--- src/rtl/adrv9009_hb_decim.sv ---
// Half-band decimate-by-2 FIR (11 taps, fixed coefficients) with bypass and output saturation.
// Define HB_DECIM_ROUND_EN to round half up before the shift; otherwise the shift truncates.
module adrv9009_hb_decim #(
    parameter int unsigned DATA_W = 16,
    parameter int unsigned COEF_W = 12,
    parameter int unsigned SHIFT  = 10
) (
    input  logic              clk_i,
    input  logic              rst_ni,
    input  logic              bypass_i,
    input  logic              in_valid_i,
    input  logic [DATA_W-1:0] in_i,
    output logic              out_valid_o,
    output logic [DATA_W-1:0] out_o
);

    localparam int unsigned ACC_W = DATA_W + COEF_W + 2;
    localparam int unsigned PRE_W = DATA_W + 1;

    localparam logic signed [COEF_W-1:0] C0 = COEF_W'(9);
    localparam logic signed [COEF_W-1:0] C2 = COEF_W'(-53);
    localparam logic signed [COEF_W-1:0] C4 = COEF_W'(300);

    localparam logic signed [ACC_W-1:0] SatMax = {{(ACC_W-DATA_W+1){1'b0}}, {(DATA_W-1){1'b1}}};
    localparam logic signed [ACC_W-1:0] SatMin = {{(ACC_W-DATA_W+1){1'b1}}, {(DATA_W-1){1'b0}}};

`ifdef HB_DECIM_ROUND_EN
    localparam logic signed [ACC_W-1:0] RoundK = ACC_W'(1) << (SHIFT - 1);
`else
    localparam logic signed [ACC_W-1:0] RoundK = '0;
`endif

    logic signed [DATA_W-1:0] x_q [11];
    logic signed [DATA_W-1:0] x_b [11];
    logic signed [DATA_W-1:0] x_d [11];
    logic                     phase_q, phase_d;
    logic                     byp_q;
    logic                     flush;
    logic                     accept;
    logic                     launch_q, launch_d;
    logic                     v1_q, v2_q;

    logic signed [PRE_W-1:0]  p0_q, p2_q, p4_q;
    logic signed [DATA_W-1:0] c_q;
    logic signed [ACC_W-1:0]  m0_q, m2_q, m4_q, mc_q;
    logic signed [ACC_W-1:0]  acc, shifted;
    logic signed [DATA_W-1:0] sat;

    logic [DATA_W-1:0]        out_q, out_d;
    logic                     out_valid_q, out_valid_d;

    // A change of the sampled bypass clears the window, phase and in-flight results.
    assign flush  = bypass_i ^ byp_q;
    assign accept = in_valid_i & ~bypass_i;

    always_comb begin
        for (int i = 0; i < 11; i++) begin
            x_b[i] = flush ? '0 : x_q[i];
            x_d[i] = x_b[i];
        end
        phase_d  = flush ? 1'b0 : phase_q;
        launch_d = 1'b0;
        if (accept) begin
            for (int i = 1; i < 11; i++) begin
                x_d[i] = x_b[i-1];
            end
            x_d[0]   = $signed(in_i);
            launch_d = phase_d;
            phase_d  = ~phase_d;
        end
    end

    always_comb begin
        acc     = m0_q + m2_q + m4_q + mc_q + RoundK;
        shifted = acc >>> SHIFT;
        if (shifted > SatMax) begin
            sat = SatMax[DATA_W-1:0];
        end else if (shifted < SatMin) begin
            sat = SatMin[DATA_W-1:0];
        end else begin
            sat = shifted[DATA_W-1:0];
        end
    end

    always_comb begin
        out_d       = out_q;
        out_valid_d = 1'b0;
        if (bypass_i) begin
            out_valid_d = in_valid_i;
            if (in_valid_i) begin
                out_d = in_i;
            end
        end else if (v2_q && !flush) begin
            out_valid_d = 1'b1;
            out_d       = sat;
        end
    end

    always_ff @(posedge clk_i or negedge rst_ni) begin
        if (!rst_ni) begin
            for (int i = 0; i < 11; i++) begin
                x_q[i] <= '0;
            end
            phase_q     <= 1'b0;
            byp_q       <= 1'b0;
            launch_q    <= 1'b0;
            v1_q        <= 1'b0;
            v2_q        <= 1'b0;
            p0_q        <= '0;
            p2_q        <= '0;
            p4_q        <= '0;
            c_q         <= '0;
            m0_q        <= '0;
            m2_q        <= '0;
            m4_q        <= '0;
            mc_q        <= '0;
            out_q       <= '0;
            out_valid_q <= 1'b0;
        end else begin
            for (int i = 0; i < 11; i++) begin
                x_q[i] <= x_d[i];
            end
            phase_q     <= phase_d;
            byp_q       <= bypass_i;
            launch_q    <= launch_d;
            v1_q        <= launch_q & ~flush;
            v2_q        <= v1_q & ~flush;
            // Datapath runs freely; only the valid chain decides what reaches out.
            p0_q        <= PRE_W'(x_q[0]) + PRE_W'(x_q[10]);
            p2_q        <= PRE_W'(x_q[2]) + PRE_W'(x_q[8]);
            p4_q        <= PRE_W'(x_q[4]) + PRE_W'(x_q[6]);
            c_q         <= x_q[5];
            m0_q        <= ACC_W'(p0_q) * ACC_W'(C0);
            m2_q        <= ACC_W'(p2_q) * ACC_W'(C2);
            m4_q        <= ACC_W'(p4_q) * ACC_W'(C4);
            mc_q        <= ACC_W'(c_q) <<< 9;
            out_q       <= out_d;
            out_valid_q <= out_valid_d;
        end
    end

    assign out_o       = out_q;
    assign out_valid_o = out_valid_q;

endmodule

--- config.mk ---
export PLATFORM = sky130hd
export DESIGN_NAME = adrv9009_hb_decim
export DESIGN_NICKNAME = d
export VERILOG_FILES = /design/src/rtl/adrv9009_hb_decim.sv
export SDC_FILE = /design/constraint.sdc
export NUM_CORES = 1
export LEC_CHECK = 0
export ABC_AREA = 1
export BUFFER_PORTS_ARGS = -buffer_cell sky130_fd_sc_hd__buf_2
export CAP_MARGIN = 20
export CORE_MARGIN = 2
export CORE_UTILIZATION = 30
export CTS_BUF_LIST = sky130_fd_sc_hd__clkbuf_8
export DETAILED_ROUTE_END_ITERATION = 8
export GPL_TIMING_DRIVEN = 0
export PLACE_DENSITY_LB_ADDON = 0.25
export SLEW_MARGIN = 0
export SYNTH_ARGS = -nofsm -noshare
export SYNTH_HDL_FRONTEND = slang
export SYNTH_SLANG_ARGS = --single-unit
--- constraint.sdc ---
create_clock -name clk_i -period 4.9 [get_ports clk_i]
set_input_delay 0.49 -clock clk_i [delete_from_list [all_inputs] [get_ports clk_i]]
set_output_delay 0.49 -clock clk_i [all_outputs]
set_load 0.005 [all_outputs]
# Yosys cells after proc, flatten, opt, wreduce, memory -nomap -nowiden
# Cells that the tools add are included.
[classes] addsub=6 mul=3 n_lt_le_gt_ge=2 eq_ne=1 muxes=22 bitwise_logic=7 reduce_logical=5
[op_table] op="$mux 16" count=16
[op_table] op="$mux 176" count=1
[op_table] op="$add 16x16->17" count=3
[op_table] op="$add 30x25->30" count=1
[op_table] op="$add 30x30->30" count=1
[op_table] op="$add 22x24->25" count=1
[op_table] op="$mul 17x8->25 const B" count=1
[op_table] op="$mul 17x7->24 const B" count=1
[op_table] op="$mul 17x5->22 const B" count=1
[op_table] op="$gt 20x16->1 const B" count=1
[op_table] op="$lt 20x16->1 const B" count=1
[op_table] op="$mux 1" count=5
[op_table] op="$reduce_bool 2->1" count=2
[op_table] op="$and 1x1->1" count=3
[op_table] op="$not 1->1" count=3
[op_table] op="$ne 2x1->1 const B" count=1
[op_table] op="$reduce_and 2->1" count=1
[op_table] op="$logic_and 1x1->1" count=1
[op_table] op="$logic_not 1->1" count=1
[op_table] op="$xor 1x1->1" count=1
[word_totals] reg_bits=355 output_inout_bits=17

# Logic depth before layout (Yosys ltp)
# Gate-level depths: netlist of the first run.
[logic_depth] word_depth=8 ltp_mapped=32 mapped_depth_nobuf=31

# Worst setup path after synthesis of the first run
# No wires, ideal clock.
[synth_path] kind="register -> register" from="register m0_q[3]" to="register out_q[5] (netlist: out_o[5])" setup_time_ns=0.117 arrival_ns=4.196 required_time_ns=4.783 path_slack_ns=0.587 path_stages_with_launch=28 path_buffers=1 period_less_slack_ns=4.313 path_cell_list="dfrtp_1 ha_1 a21oi_1 o21ai_1 a21oi_1 o21ai_1 inv_1 o21ai_0 a21oi_1 o221ai_1 nand2_1 fa_1 ha_1 a21oi_1 nor2_1 nor2_1 nand2_1 a21oi_1 nand3_1 nand2_2 nand3_2 nor2_2 nand2_2 a21oi_4 buf_6 nand2_1 nand2_1 nand2_1"
[synth_between] elab_chain_cells=8 elab_cells_between_ends=9 classes_between="3 x add/sub; 2 x order compare; 4 x mux"
[synth_rtl] item="start, declared" line="45" text="logic signed [ACC_W-1:0] m0_q, m2_q, m4_q, mc_q;"
[synth_rtl] item="start signal, assigned" line="133" text="m0_q <= ACC_W'(p0_q) * ACC_W'(C0);"
[synth_rtl] item="$add 22x24->25 (*)" line="74" text="acc = m0_q + m2_q + m4_q + mc_q + RoundK;"
[synth_rtl] item="$add 30x30->30 (*)" line="74"
[synth_rtl] item="$add 30x25->30 (*)" line="74"
[synth_rtl] item="$lt 20x16->1" line="78" text="end else if (shifted < SatMin) begin"
[synth_rtl] item="$mux 16" line="78"
[synth_rtl] item="$mux 16 (*)" line="76" text="if (shifted > SatMax) begin"
[synth_rtl] item="$mux 16 (*)" line="93" text="end else if (v2_q && !flush) begin"
[synth_rtl] item="$mux 16 (*)" line="88" text="if (bypass_i) begin"
[synth_rtl] item="end signal, assigned" line="137" text="out_q <= out_d;"
[synth_rtl] item="end, declared" line="49" text="logic [DATA_W-1:0] out_q, out_d;"
# Every way passes the cells marked *; elsewhere a longest branch is shown, timed or not. The select of a mux whose other input is x is not followed.
# A chain may end at the register's enable or synchronous reset.

# Worst setup path after layout of the first run
[layout_path] from="register m2_q[4]" to="register out_q[7] (netlist: out_o[7])"
[layout_between] elab_chain_cells=8 elab_cells_between_ends=9 classes_between="3 x add/sub; 2 x order compare; 4 x mux"
[layout_rtl] item="start, declared" line="45"
[layout_rtl] item="start signal, assigned" line="134" text="m2_q <= ACC_W'(p2_q) * ACC_W'(C2);"
[layout_rtl] item="$add 22x24->25 (*)" line="74"
[layout_rtl] item="$add 30x30->30 (*)" line="74"
[layout_rtl] item="$add 30x25->30 (*)" line="74"
[layout_rtl] item="$lt 20x16->1" line="78"
[layout_rtl] item="$mux 16" line="78"
[layout_rtl] item="$mux 16 (*)" line="76"
[layout_rtl] item="$mux 16 (*)" line="93"
[layout_rtl] item="$mux 16 (*)" line="88"
# Marks and branches as above.

==> impl_summary.txt, run 1 <==
----------------------------------------------------
[Run status]
  Run status ... finished clean

[Synthesis]
  Synth async-reset ratio ... 100%
  Number of synthesized flops with an enable pin ... 0
  Mapped Cells ... roughly 2400
  Flip-flop and latch count after synthesis ... roughly 350
  Register area share after synthesis ... between 30% and 40%
  Yosys warning total ... 0
  Most used flip-flop cell after synthesis ... sky130_fd_sc_hd__dfrtp_1
  Average instance area after synthesis ... a little over 9 µm²
  Count of distinct cell types in the synthesized netlist ... between 40 and 50
  Post-synthesis instance area ... between 0.02 and 0.025 mm²
  Nets in the synthesized netlist ... between 2000 and 3000

[Routing]
  ANT nets after route ... 0
  Total via count in the routed design ... between 15000 and 20000
  Iteration count of the initial detailed-routing pass ... 5
  Post-route DRC violation count ... 0
  Starting DRT DRC Count ... 1023
  Post-DR wirelength/cell ... around 17 µm
  Final routed wirelength across all metal layers ... 61700 µm
  Number of vias per cell after detailed routing ... ~4.8

[Global routing]
  Initial antenna violation count ... 3
  Global router's overall resource usage ... between 10% and 20%
  Wire length of the first global-routing pass ... about 96000 µm
  Via count of the first global-routing pass ... about 17000
  Total congestion overflow ... 0
  Largest net degree at the start of global routing ... about 110

[Pwr]
  Net switching component of the power ... between 3 and 4 mW
  Total power ... 9.54 mW
  Part of the power in combinational logic ... 36.8%
  Power density of the placed cells ... around 370 mW/mm²
  Worst ir drop on vdd ... 183 µV
  Leakage power ... between 10 and 15 nW
  Reg power frac ... about 34%
  Fraction of power spent switching nets ... between 30 and 40%
  Clock Power Share ... approximately 29%
  Cell-internal power ... about 6.0 mW

[STA]
  Setup Total Neg Slack ... 0 ns
  Max Slew Vio Count ... 0
  Final critical-path share of the clock period ... a little over nine tenths
  Setup clock skew after layout ... between 0.03 and 0.04 ns
  Top achievable clock speed ... around 210 MHz
  Post-route worst setup slack ... 0.192 ns
  Final-report hold violation count ... 0
  Unrepaired setup endpoints after global routing ... true
  Worst slew margin relative to its limit ... a little over half
  Pin slew with the least headroom to its limit ... a little under 0.7 ns
  Min Clock Period, post-route ... between 4 and 5 ns
  Minimum hold slack ... about 0.11 ns
  Final setup violation count ... 0

[Setup path]
  Critical Path Source ... m2_q[4]
  Critical path destination ... out_o[7]
  Reg2Reg Capture Point ... out_o[7]
  Slack of the worst reg-to-reg path ... roughly 0.19 ns
  Critical path data required time ... about 5.4 ns
  Kind of end point of the critical path ... register
  Register-to-Register Path Depth ... 26
  Element type at the critical path start ... register
  Launching point of the worst reg2reg path ... m2_q[4]
  Crit path kind ... reg2reg
  Arrival time of the worst setup path ... between 5 and 6 ns
  Max Fanout on Critical Path ... 10

[CTS]
  Max H-tree Level ... 2
  Cell at the root of the clock tree ... sky130_fd_sc_hd__clkbuf_8
  CTS Sinks ... 352
  TritonCTS Buffers ... 61
  Max Buffers Root-to-Sink ... 3
  Clk Latency, worst-skew pair ... around 0.66 ns
  CTS tree ... done
  CTS clk-pin slew, worst paths ... about 0.060 ns

[Placed design]
  Number of I/O port buffers ... 36
  Number of placed instances with taps included ... 3453
  Pre-CTS setup slack ... -0.534 ns
  Post-Place Cell Area ... 0.0238 mm²
  Final HPWL from detailed placement ... approximately 50000 µm
  GPL Wtd Cong ... 0.904

[Floorplanning]
  Area of the die ... between 0.07 and 0.08 mm²
  Number of cell rows ... 100
  Die width ... 277 µm
  Vert. Die Dim ... 277 µm
  Initial standard-cell utilization of the core ... a little under a third
  Core region area ... about 0.074 mm²
  Top-level I/O count ... 37

[Layout]
  Commonest non-fill, non-tap cell in the layout ... sky130_fd_sc_hd__nand2_1
  # nets final ... about 3000
  Top library cells by usage in the layout, fill and taps aside ... sky130_fd_sc_hd__nand2_1 (400), sky130_fd_sc_hd__dfrtp_1 (350), sky130_fd_sc_hd__inv_1 (289)
  Filler Cells Inserted ... approximately 7600
  Final Util ... a little over a third
  Final standard cell area without fillers ... 0.0259 mm²
  Area Growth Syn to Fin ... 16.1%
  Count of non-filler cells in the finished layout ... around 3600
  Ratio of cells with drive above 1 in the final layout ... a little over a tenth

[Min path]
  Hold/Removal Path Class ... in2reg

[Run]
  Max Cap Violations ... 0

----------------------------------------------------
==> critical path, cell delays in order (launching register included) <==
cell,delay (ns)
sky130_fd_sc_hd__dfrtp_2,0.44
sky130_fd_sc_hd__ha_4,0.30
sky130_fd_sc_hd__nand2_1,0.10
sky130_fd_sc_hd__o21ai_2,0.20
sky130_fd_sc_hd__a21oi_2,0.07
sky130_fd_sc_hd__o21ai_2,0.20
sky130_fd_sc_hd__inv_2,0.09
sky130_fd_sc_hd__o21ai_2,0.20
sky130_fd_sc_hd__a21boi_2,0.10
sky130_fd_sc_hd__xnor2_1,0.35
sky130_fd_sc_hd__fa_1,0.49
sky130_fd_sc_hd__ha_1,0.39
sky130_fd_sc_hd__a21oi_1,0.27
sky130_fd_sc_hd__o21ai_1,0.15
sky130_fd_sc_hd__nand2_1,0.08
sky130_fd_sc_hd__nand2_1,0.08
sky130_fd_sc_hd__a21oi_2,0.17
sky130_fd_sc_hd__nand2_1,0.08
sky130_fd_sc_hd__nand2_1,0.06
sky130_fd_sc_hd__nand2_1,0.06
sky130_fd_sc_hd__nor2_2,0.11
sky130_fd_sc_hd__nand2_2,0.07
sky130_fd_sc_hd__a21oi_4,0.19
sky130_fd_sc_hd__buf_6,0.16
sky130_fd_sc_hd__nand2_1,0.08
sky130_fd_sc_hd__nand2_1,0.07
sky130_fd_sc_hd__nand2_1,0.05
==> power by group through the flow <==
stage	Combinational [mW]	Sequential, mW	Clock (mW)
final	3.52	3.23	2.80
after global routing	3.86	3.24	3.02
after CTS	3.17	3.23	2.88
after detailed placement	2.90	3.26	0
after global placement	2.89	3.26	0
after floorplan	1.96	3.20	0
==> Yosys cell counts, drive strengths merged (15+ instances only) <==
| cell | instances | share of area (%) |
|---|---|---|
| nand2 | 432 | 7.6 |
| dfrtp | 352 | 39 |
| inv | 284 | 4.8 |
| ha | 268 | 15 |
| nand3 | 241 | 5.4 |
| o21ai | 230 | 5.2 |
| a21oi | 162 | 3.7 |
| xor2 | 96 | 3.8 |
| nor2 | 87 | 1.5 |
| fa | 85 | 7.6 |
| clkbuf | 55 | 1.1 |
| xnor2 | 35 | 1.4 |
| buf | 15 | 0.34 |
==> layout make-up <==
type / instances / area, µm² / share of cell area, %
diodes: 3 / 7.51 / 0.0290
plain buffers: 72 / 332 / 1.28
clock buffers: 84 / 1160 / 4.46
clock inverters: 24 / 151 / 0.584
inverters: 287 / 1080 / 4.16
multi-input cells: 1734 / 12800 / 49.2
flip-flops and latches: 352 / 8810 / 34.0
well taps: 969 / 1210 / 4.68
repair buffers: 54 / 412 / 1.59
==> sequential cells by signal (all words and copies together) (netlist names), 16 cells and up <==
register / cells
x_q: 176
out_o: 16
p0_q: 17
m2_q: 24
m0_q: 22
m4_q: 25
p4_q: 17
c_q: 16
p2_q: 17
mc_q: 16
==> repair_timing <==
action,in CTS,in global routing
setup endpoints to repair,15,15
gates resized for setup,51,67
hold buffers,2,0
pin swaps,11,34
buffers inserted,2,10
hold endpoints to repair,43,0
gates cloned,0,1
==> kinds of logic (layout without fill, tap and decap cells) <==
group	Yosys count	in the layout	synth area share [%]
AOI/OAI and AO/OA	458	458	11.1
xor gates and xnor gates	131	131	5.14
adders and majority gates	353	353	22.6
DFF	352	352	39.5
buffers and inverters	359	521	6.31
other	0	3	0
and+or+nand+nor	792	792	15.3
==> routing by layer <==
metal	wire, µm	global-route usage (%)	up-vias
met2	29400	27.1	363
met3	2510	2.68	113
met1	27700	20.5	8335
li1	-	-	8387
met5	10	0	-
met4	2080	5.67	2
==> worst min-delay path by stage <==
stage | depth (start not counted) | from | end | slack (ns)
5_1_grt | 3 | in_valid_i | out_valid_o | 0.08
3_5_place_dp | 0 | c_q[2] | mc_q[11] | 0.33
6_report | 3 | in_valid_i | out_valid_o | 0.11
4_1_cts | 3 | in_valid_i | out_valid_o | 0.05
2_1_floorplan | 0 | rst_ni | byp_q | 0.19
3_3_place_gp | 0 | c_q[5] | mc_q[14] | 0.34
Power figures use the tool's default switching activity.
==> run 2: changes to the inputs <==
- RECOVER_POWER: default -> 100
==> impl_summary.txt, run 2 (synthesis results as in run 1) <==
----------------------------------------------------
[Run status]
  Run status ... finished with violations
  Failing checks ... capacitance limit, slew limit

[STA]
  Top achievable clock speed ... 213 MHz (+0.19%)
  Setup clock skew after layout ... 0.0305 ns (-0.000714 ns)
  Pin slew with the least headroom to its limit ... 2.32 ns (+1.63 ns)
  Final critical-path share of the clock period ... 95.9% (-0.18 points)
  Final-report hold violation count ... 0 (unchanged)
  Setup Total Neg Slack ... 0 ns (unchanged)
  Worst slew margin relative to its limit ... -54.4% (-110 points)
  Final setup violation count ... 0 (unchanged)
  Min Clock Period, post-route ... 4.70 ns (-0.00898 ns)
  Max Slew Vio Count ... 44 (+44)
  Unrepaired setup endpoints after global routing ... true

[Global routing]
  Largest net degree at the start of global routing ... 113 (unchanged)
  Global router's overall resource usage ... 16.0% (unchanged)
  Initial antenna violation count ... 3 (unchanged)
  Via count of the first global-routing pass ... 17500 (unchanged)
  Wire length of the first global-routing pass ... 96400 µm (unchanged)
  Total congestion overflow ... 0 (unchanged)

[Layout]
  Flip-flop count of the largest register, all copies and words added ... 176 (unchanged)
  Top library cells by usage in the layout, fill and taps aside ... sky130_fd_sc_hd__nand2_1 (400), sky130_fd_sc_hd__dfrtp_1 (350), sky130_fd_sc_hd__inv_1 (289)
  Final Util ... 34.9% (-0.071 points)
  Count of non-filler cells in the finished layout ... 3577 (-0.056%)
  Ratio of cells with drive above 1 in the final layout ... 10.5% (-0.31 points)
  Biggest regs ... x_q: 176 flops, m4_q: 25 flops, m2_q: 24 flops
  Commonest non-fill, non-tap cell in the layout ... sky130_fd_sc_hd__nand2_1
  Area Growth Syn to Fin ... 15.9%
  Final standard cell area without fillers ... 0.0259 mm² (-0.20%)
  Register with the most flip-flops ... x_q
  # nets final ... 2935 (unchanged)

[CTS]
  Clk Latency, worst-skew pair ... 0.66 ns (about the same)
  CTS Sinks ... 352 (unchanged)
  Max Buffers Root-to-Sink ... 3 (unchanged)
  CTS tree ... done
  Max H-tree Level ... 2 (unchanged)
  Cell at the root of the clock tree ... sky130_fd_sc_hd__clkbuf_8
  TritonCTS Buffers ... 61 (unchanged)
  CTS clk-pin slew, worst paths ... 0.06 ns (about the same)

[Routing]
  Post-route DRC violation count ... 0 (unchanged)
  Post-DR wirelength/cell ... 17.2 µm (about the same)
  ANT nets after route ... 0 (unchanged)
  Final routed wirelength across all metal layers ... 61600 µm (about the same)
  Total via count in the routed design ... 17200 (-0.093%)
  Starting DRT DRC Count ... 1039 (+1.6%)
  Number of vias per cell after detailed routing ... 4.80 (about the same)
  Iteration count of the initial detailed-routing pass ... 5 (unchanged)

[Setup path]
  Critical Path Most Common Cell ... sky130_fd_sc_hd__nand2_1
  Worst path top cell family by delay ... simple AND/OR/NAND/NOR gates
  Kind of end point of the critical path ... register
  Crit path kind ... reg2reg
  Critical path data required time ... 5.43 ns (about the same)
  Largest stage delay on the critical path ... 0.51 ns (+0.02 ns)
  Max Fanout on Critical Path ... 10 (unchanged)
  Element type at the critical path start ... register
  Count of buffer and inverter cells on the critical path ... 1 (-1)
  Arrival time of the worst setup path ... 5.23 ns (about the same)
  Critical-path cell with the highest stage delay ... sky130_fd_sc_hd__fa_1

[Floorplanning]
  Vert. Die Dim ... 277 µm (unchanged)
  Core region area ... 0.0741 mm² (unchanged)
  Die width ... 277 µm (unchanged)
  Area of the die ... 0.0766 mm² (unchanged)
  Number of cell rows ... 100 (unchanged)
  Top-level I/O count ... 37 (unchanged)
  Initial standard-cell utilization of the core ... 30.1% (unchanged)

[Pwr]
  Net switching component of the power ... 3.56 mW (about the same)
  Cell-internal power ... 5.98 mW (-0.13%)
  Power density of the placed cells ... 369 mW/mm² (about the same)
  Part of the power in combinational logic ... 36.8% (about the same)
  Reg power frac ... 33.8% (about the same)
  Leakage power ... 13.3 nW (-0.25%)
  Worst ir drop on vdd ... 183 µV (+0.17%)
  Clock Power Share ... 29.4% (about the same)
  Fraction of power spent switching nets ... 37.3% (about the same)

[Placed design]
  Post-Place Cell Area ... 0.0238 mm² (unchanged)
  Number of I/O port buffers ... 36 (unchanged)
  Number of placed instances with taps included ... 3453 (unchanged)
  GPL Wtd Cong ... 0.904 (unchanged)
  Final HPWL from detailed placement ... 49900 µm (unchanged)

[Min path]
  Hold/Removal Path Class ... in2reg

[Run]
  Max Cap Violations ... 1 (+1)

----------------------------------------------------
-- run 2: power groups by stage --
stage	logic, mW	registers (mW)	clock network [mW]
4_1_cts	3.17	3.23	2.88
5_1_grt	3.85	3.24	3.02
2_1_floorplan	1.96	3.20	0
3_3_place_gp	2.89	3.26	0
3_5_place_dp	2.90	3.26	0
6_report	3.50	3.23	2.80
-- run 2: path summary, 6_finish.rpt --
path / from / end / slack [ns] / depth (start not counted)
worst max-delay path: m2_q[2] / out_o[7] / 0.20 / 29
worst min-delay path: in_valid_i / out_valid_o / 0.11 / 3
worst max register to register: m2_q[2] / out_o[7] / 0.20 / 29
worst min register to register: c_q[2] / mc_q[11] / 0.35 / 0
max in group asynchronous: rst_ni / m2_q[4] / 0.89 / 4
min in group asynchronous: rst_ni / x_q[106] / 1.09 / 2
-- run 2: cell type report --
| cell class | instances | area, µm² |
|---|---|---|
| fill | 7606 | 48200 |
| multi-input combinational | 1734 | 12800 |
| sequential | 352 | 8810 |
| tap | 969 | 1210 |
| clock buffer | 84 | 1160 |
| inverter | 287 | 1080 |
| timing repair buffer | 54 | 364 |
| buffer | 72 | 332 |
| clock inverter | 24 | 151 |
| antenna | 1 | 2.50 |
-- run 2: per-stage QoR --
step	hold WS (ns)	total power [mW]	setup WS, ns
2_1_floorplan	0.194	5.17	0.587
3_3_place_gp	0.336	6.15	-3.34
3_5_place_dp	0.335	6.16	-0.534
4_1_cts	0.0546	9.28	0.00643
5_1_grt	0.0825	10.1	-0.0280
6_report	0.108	9.53	0.201
-- run 2: worst min-delay path: cells and delay by family --
| kind | cells | cell delay, ns |
|---|---|---|
| buffers and inverters | 1 | 0.09 |
| AND/OR/NAND/NOR | 2 | 0.14 |
-- run 2: routing by layer --
layer | GRT usage (%) | up-vias | routed length, µm
met5 | 0 | - | 10
met4 | 5.67 | 2 | 2110
met3 | 2.68 | 116 | 2530
met2 | 27.1 | 351 | 29200
met1 | 20.5 | 8326 | 27700
li1 | - | 8389 | -
-- run 2: repair_timing --
action,in CTS,in global routing
pin swaps,11,34
endpoints found under the hold margin,43,0
hold buffers,2,0
cloned,0,1
gates resized for setup,51,67
setup endpoints to repair,15,15
setup buffers,2,10
